--- src/rtl/wb_arbiter_pkg.sv ---
// Shared types and constants for the register-file writeback arbiter.
package wb_arbiter_pkg;

   localparam int unsigned XLEN  = 64;
   localparam int unsigned NREG  = 32;
   localparam int unsigned REG_W = $clog2(NREG);

   localparam logic [REG_W-1:0] REG_X0 = '0;

   typedef struct packed {
      logic [REG_W-1:0] rd;
      logic [XLEN-1:0]  wd;
   } wr_req_t;

endpackage

--- src/rtl/wb_fifo.sv ---
// Synchronous FIFO for buffered long-latency results; DEPTH must be a power of two >= 2.
module wb_fifo #(
   parameter int unsigned WIDTH = 8,
   parameter int unsigned DEPTH = 2
) (
   input  logic                     clk,
   input  logic                     rst,
   input  logic                     push,
   input  logic [WIDTH-1:0]         wdata,
   input  logic                     pop,
   output logic [WIDTH-1:0]         rdata,
   output logic [$clog2(DEPTH):0]   count,
   output logic                     empty
);

   localparam int unsigned PTR_W = $clog2(DEPTH);
   localparam int unsigned CNT_W = PTR_W + 1;
   localparam logic [CNT_W-1:0] FULL_CNT = CNT_W'(DEPTH);

   logic [WIDTH-1:0] mem_q [DEPTH];
   logic [PTR_W-1:0] wptr_q, wptr_d, rptr_q, rptr_d;
   logic [CNT_W-1:0] count_q, count_d;
   logic             push_en, pop_en;

   assign push_en = push && (count_q != FULL_CNT);
   assign pop_en  = pop && (count_q != '0);

   // Power-of-two depth lets the pointers wrap by natural overflow.
   always_comb begin
      wptr_d  = wptr_q;
      rptr_d  = rptr_q;
      count_d = count_q;
      if (push_en) wptr_d = wptr_q + 1'b1;
      if (pop_en)  rptr_d = rptr_q + 1'b1;
      if (push_en && !pop_en) begin
         count_d = count_q + 1'b1;
      end else if (!push_en && pop_en) begin
         count_d = count_q - 1'b1;
      end
   end

   always_ff @(posedge clk) begin
      if (rst) begin
         wptr_q  <= '0;
         rptr_q  <= '0;
         count_q <= '0;
      end else begin
         wptr_q  <= wptr_d;
         rptr_q  <= rptr_d;
         count_q <= count_d;
      end
   end

   always_ff @(posedge clk) begin
      if (push_en) mem_q[wptr_q] <= wdata;
   end

   assign rdata = mem_q[rptr_q];
   assign count = count_q;
   assign empty = (count_q == '0);

endmodule

--- src/rtl/wb_arbiter.sv ---
// Register-file write-port arbiter: pipeline writeback over buffered long-latency results,
// plus the pending-destination scoreboard. Define WB_BYPASS_EN to let results skip an empty FIFO.
module wb_arbiter
   import wb_arbiter_pkg::*;
#(
   parameter int unsigned FIFO_DEPTH = 2
) (
   input  logic             clk,
   input  logic             rst,
   input  logic             pipe_we,
   input  logic [REG_W-1:0] pipe_rd,
   input  logic [XLEN-1:0]  pipe_wd,
   input  logic             lu_valid,
   input  logic [REG_W-1:0] lu_rd,
   input  logic [XLEN-1:0]  lu_wd,
   output logic             lu_ready,
   input  logic             iss_valid,
   input  logic [REG_W-1:0] iss_rd,
   input  logic [REG_W-1:0] rs1,
   input  logic [REG_W-1:0] rs2,
   output logic             rs1_busy,
   output logic             rs2_busy,
   output logic             rf_we,
   output logic [REG_W-1:0] rf_a3,
   output logic [XLEN-1:0]  rf_wd
);

   localparam int unsigned CNT_W = $clog2(FIFO_DEPTH) + 1;
   localparam logic [CNT_W-1:0] DEPTH_CNT = CNT_W'(FIFO_DEPTH);
   localparam logic [6:0] STARVE_LIM = 7'd64;

   logic             pipe_act, lu_acc, lu_nz, push, pop, bypass;
   logic             fifo_empty;
   logic [CNT_W-1:0] fifo_count;
   wr_req_t          fifo_head, lu_req;

   logic             rf_we_q, rf_we_d;
   logic [REG_W-1:0] rf_a3_q, rf_a3_d;
   logic [XLEN-1:0]  rf_wd_q, rf_wd_d;
   logic [NREG-1:0]  busy_q, busy_d;
   logic [6:0]       starve_q, starve_d;

   assign lu_ready = !rst && (fifo_count < DEPTH_CNT);
   assign pipe_act = pipe_we && (pipe_rd != REG_X0);
   assign lu_acc   = lu_valid && lu_ready;
   assign lu_nz    = (lu_rd != REG_X0);
   assign lu_req   = '{rd: lu_rd, wd: lu_wd};

`ifdef WB_BYPASS_EN
   assign bypass = !pipe_act && fifo_empty && lu_acc && lu_nz;
`else
   assign bypass = 1'b0;
`endif

   // Results to x0 complete the handshake but are dropped here.
   assign push = lu_acc && lu_nz && !bypass;
   assign pop  = !pipe_act && !fifo_empty;

   wb_fifo #(
      .WIDTH ($bits(wr_req_t)),
      .DEPTH (FIFO_DEPTH)
   ) u_fifo (
      .clk   (clk),
      .rst   (rst),
      .push  (push),
      .wdata (lu_req),
      .pop   (pop),
      .rdata (fifo_head),
      .count (fifo_count),
      .empty (fifo_empty)
   );

   always_comb begin
      rf_we_d = 1'b0;
      rf_a3_d = rf_a3_q;
      rf_wd_d = rf_wd_q;
      if (pipe_act) begin
         rf_we_d = 1'b1;
         rf_a3_d = pipe_rd;
         rf_wd_d = pipe_wd;
      end else if (pop) begin
         rf_we_d = 1'b1;
         rf_a3_d = fifo_head.rd;
         rf_wd_d = fifo_head.wd;
      end else if (bypass) begin
         rf_we_d = 1'b1;
         rf_a3_d = lu_rd;
         rf_wd_d = lu_wd;
      end
   end

   // Clears first so a same-cycle issue to the same register wins.
   always_comb begin
      busy_d = busy_q;
      if (pop)    busy_d[fifo_head.rd] = 1'b0;
      if (bypass) busy_d[lu_rd] = 1'b0;
      if (iss_valid && (iss_rd != REG_X0)) busy_d[iss_rd] = 1'b1;
      busy_d[REG_X0] = 1'b0;
   end

   // Cycles the FIFO head has waited behind pipeline writes; decode must leave gaps.
   always_comb begin
      starve_d = starve_q;
      if (fifo_empty || pop) begin
         starve_d = '0;
      end else if (starve_q != '1) begin
         starve_d = starve_q + 1'b1;
      end
   end

   always_ff @(posedge clk) begin
      if (rst) begin
         rf_we_q  <= 1'b0;
         rf_a3_q  <= '0;
         rf_wd_q  <= '0;
         busy_q   <= '0;
         starve_q <= '0;
      end else begin
         rf_we_q  <= rf_we_d;
         rf_a3_q  <= rf_a3_d;
         rf_wd_q  <= rf_wd_d;
         busy_q   <= busy_d;
         starve_q <= starve_d;
         assert (starve_q < STARVE_LIM);
      end
   end

   assign rs1_busy = (rs1 != REG_X0) && busy_q[rs1];
   assign rs2_busy = (rs2 != REG_X0) && busy_q[rs2];
   assign rf_we    = rf_we_q;
   assign rf_a3    = rf_a3_q;
   assign rf_wd    = rf_wd_q;

endmodule

--- config.mk ---
export PLATFORM = sky130hd
export DESIGN_NAME = wb_arbiter
export DESIGN_NICKNAME = d
export VERILOG_FILES = /design/src/rtl/wb_arbiter_pkg.sv /design/src/rtl/wb_fifo.sv /design/src/rtl/wb_arbiter.sv
export SDC_FILE = /design/constraint.sdc
export NUM_CORES = 1
export LEC_CHECK = 0
export CAP_MARGIN = 40
export CORE_MARGIN = 5
export CORE_UTILIZATION = 33
export DETAILED_ROUTE_END_ITERATION = 6
export GPL_TIMING_DRIVEN = 0
export HOLD_SLACK_MARGIN = 0.1
export PLACE_DENSITY = 0.68
export SYNTH_ARGS = -nofsm -noshare
export SYNTH_HDL_FRONTEND = slang
export SYNTH_SLANG_ARGS = --single-unit
--- constraint.sdc ---
create_clock -name clk -period 4.9 [get_ports clk]
set_input_delay 0.49 -clock clk [delete_from_list [all_inputs] [get_ports clk]]
set_output_delay 0.49 -clock clk [all_outputs]
set_load 0.03 [all_outputs]
==> flow_summary_export.csv <==
group,metric,value,unit
cells_and_area,final_cells,1531,
cells_and_area,antennaDiodeCount,0,
synthesis,ys_types,46,
clocking,htreeDepth,1,
synthesis,synth.largest_area_cell,"edfxtp_1",
clocking,cts-root-buf,"clkbuf_16",
die,initial_core_util,33.3,%
die,num_io_pins,231,
grt,grt_max_degree,28,
synthesis,synth_top_area_share,40.8,%
synthesis,synth-seq-cells,244,
die,die_area,34400,sq um
cells_and_area,syn2layout_area_growth,36.7,%
synthesis,ys_seq_area_share,61.6,%
cells_and_area,fin_nets,1274,
timing,fin_skew,0.0164,ns
drt,via_per_inst,5.07,
clocking,cts_resized,0,
cells_and_area,fin_area,13900,sq um
clocking,cts_setup_buffers,0,
clocking,clock_sinks,244,
critical_path,crit_fanout,3,
timing,tightest_slew,0.867,ns
grt,grt_overflow,0,
grt,track_usage,16.6,%
timing,holdWs,0.347,ns
drt,wire_per_inst,19.2,microns
grt,first_global_vias,7851,
cells_and_area,post_route_cells_drive_above_1_share,8.19,%
pwr,p_leak,4.56,nW
pwr,max-vdd-ir-drop,0.307,mV
timing,setup-tns-final,0,ns
placed_design,port_buffers,222,
min_path,worstHoldPathType,"input pin to register",
cells_and_area,fillers,2836,
timing,relSlewSlack,41.7,%
clocking,cts.reportedPaths.clkPinSlew,0.06,ns
die,rows,64,
synthesis,ys.flop_type,"edfxtp_1",
critical_path,worstPathArrival,2.58,ns
placed_design,placed_cells,1482,
synthesis,ys_warn_count,0,
synthesis,synth_async_sr_flop_share,0,%
synthesis,synth_nets,1017,
critical_path,cp-start-kind,"register",
timing,finalSetupViolations,0,
critical_path,end_kind,"primary output",
placed_design,hpwl,21.8,mm
synthesis,avgSynthCellArea,11.8,sq um
die,die_y,186,microns
die,fp.dieW,186,microns
clocking,cts_buffers,27,
drt,drtIter0Drc,577,
synthesis,synth_cells,858,
timing,rsz0062_at_grt,"no",
grt,antenna_found_initial,0,
clocking,cts_tree,"yes",
drt,drt_wl_total,29.4,mm
cells_and_area,utilization,45.5,%
synthesis,synth_area_leaders,"edfxtp_1 (41%), dfxtp_1 (21%), mux2i_1 (7.0%)",
critical_path,required,4.41,ns
status,status,"completed",
critical_path,r2r_setup_slack,2.15,ns
timing,drv_slew,0,
clocking,clk_latency,0.54,ns
drt,firstDrtPassIters,5,
run,max_cap_viol_count,0,
clocking,cts_buffer_depth,3,
drt,drtAntennaViolNets,0,
critical_path,crit_type,"register to primary output",
synthesis,synthesis.area,10200,sq um
die,core,30500,sq um
drt,drc,0,
clocking,hold_buffers,0,
grt,grt_pass1_wl,44.7,mm
timing,fmax,0.325,GHz
drt,vias,7758,
timing,timing.final.crit_period,3.07,ns
synthesis,synth_common_cells,"nand2_1 (172), edfxtp_1 (138), dfxtp_1 (106)",
synthesis,yosysMostFrequentCell,"nand2_1",
timing,finalCritPeriodShare,62.7,%
synthesis,synth-edff-count,138,
pwr,power_density,473,nW/um^2
placed_design,gp_congestion,0.838,
timing,finalHoldViolCount,0,
placed_design,post_dp_cell_area,13000,sq um
[placed cells by master (no fill, tap or decap), types with 2 or more instances in the layout]
| cell type | count |
|---|---|
| clkinv_4 | 2 |
| nand2b_1 | 6 |
| buf_2 | 18 |
| xor2_1 | 2 |
| inv_1 | 5 |
| nor2b_1 | 4 |
| and2_1 | 2 |
| a41oi_1 | 4 |
| inv_6 | 2 |
| o21ai_0 | 4 |
| clkbuf_1 | 51 |
| mux2_2 | 2 |
| clkinv_2 | 4 |
| nor2_4 | 2 |
| buf_6 | 3 |
| dfxtp_1 | 106 |
| buf_12 | 4 |
| buf_1 | 2 |
| mux2i_1 | 71 |
| nor3b_1 | 3 |
| a22o_1 | 3 |
| nor3_1 | 2 |
| and3b_1 | 2 |
| or3_1 | 4 |
| clkbuf_16 | 29 |
| a311oi_1 | 28 |
| nor4_4 | 6 |
| clkdlybuf4s50_1 | 222 |
| nor2_1 | 20 |
| a21oi_1 | 103 |
| mux4_2 | 14 |
| nand2_1 | 172 |
| o211ai_1 | 70 |
| o22a_1 | 2 |
| edfxtp_1 | 138 |
| bufinv_16 | 2 |
[sequential cells by signal, summed over array words and instances (netlist names), named ones only]
signal,count
u_fifo.mem_q,138
u_fifo.wptr_q,1
u_fifo.rptr_q,1
u_fifo.count,2
rf_we,1
rf_a3,5
busy_q,31
rf_wd,64
[cell families after synthesis]
kind of cell | after synthesis | synth area share [%]
muxes | 87 | 10.3
buffers and inverters | 70 | 2.88
and+or+nand+nor | 231 | 10.5
xor gates and xnor gates | 3 | 0.259
DFF | 244 | 61.6
adders and majority gates | 1 | 0.123
AOI/OAI and AO/OA | 222 | 14.3
[report_power, final]
part | leakage [nW] | internal, mW | total [mW] | switching (mW)
registers | 2.13 | 2.41 | 2.52 | 0.107
logic | 1.99 | 0.767 | 2.04 | 1.27
clock network | 0.436 | 1.20 | 2.01 | 0.811
total | 4.56 | 4.38 | 6.57 | 2.19
[critical path, stage by stage (launching register included)]
cell and delay (ns):
dfxtp_1 0.39, mux4_2 0.24, nor3b_1 0.04, a2111oi_0 0.51
a211o_1 0.21, clkdlybuf4s50_1 0.66
[layout make-up]
type                    count  area (sq um)  share of cell area [%]
flip-flops and latches    244          6270                    45.1
multi-input cells         544          3620                    26.1
well taps                 396           495                    3.57
inverters                   5          18.8                   0.135
repair buffers            228          2320                    16.7
plain buffers              65           274                    1.97
clock inverters            12           126                   0.910
clock buffers              37           766                    5.51
[routing by layer]
layer / share of wire (%) / up-vias / track usage (%)
li1: - / 3730 / -
met1: 43 / 3740 / 21.5
met2: 48 / 254 / 28.3
met3: 6.7 / 34 / 3.81
met4: 2.2 / 0 / 3.67
met5: 0 / - / 0
[path summary, 6_finish.rpt]
kind                   startpoint              end  cells past startpoint
hold / removal            pipe_we         rf_a3[1]                      3
hold reg to reg     u_fifo.rptr_q    u_fifo.rptr_q                      2
setup / recovery        busy_q[2]         rs1_busy                      5
setup reg to reg  u_fifo.count[0]  u_fifo.count[1]                      7
[stage by stage]
| step | power, mW | setup slack (ns) |
|---|---|---|
| global route | 6.90 | 1.79 |
| floorplan | 3.79 | 0.0776 |
| global placement | 4.58 | -1.88 |
| finish | 6.57 | 1.83 |
| detailed placement | 4.62 | 1.41 |
| CTS | 6.66 | 1.88 |
(Power assumes the default switching activity.)
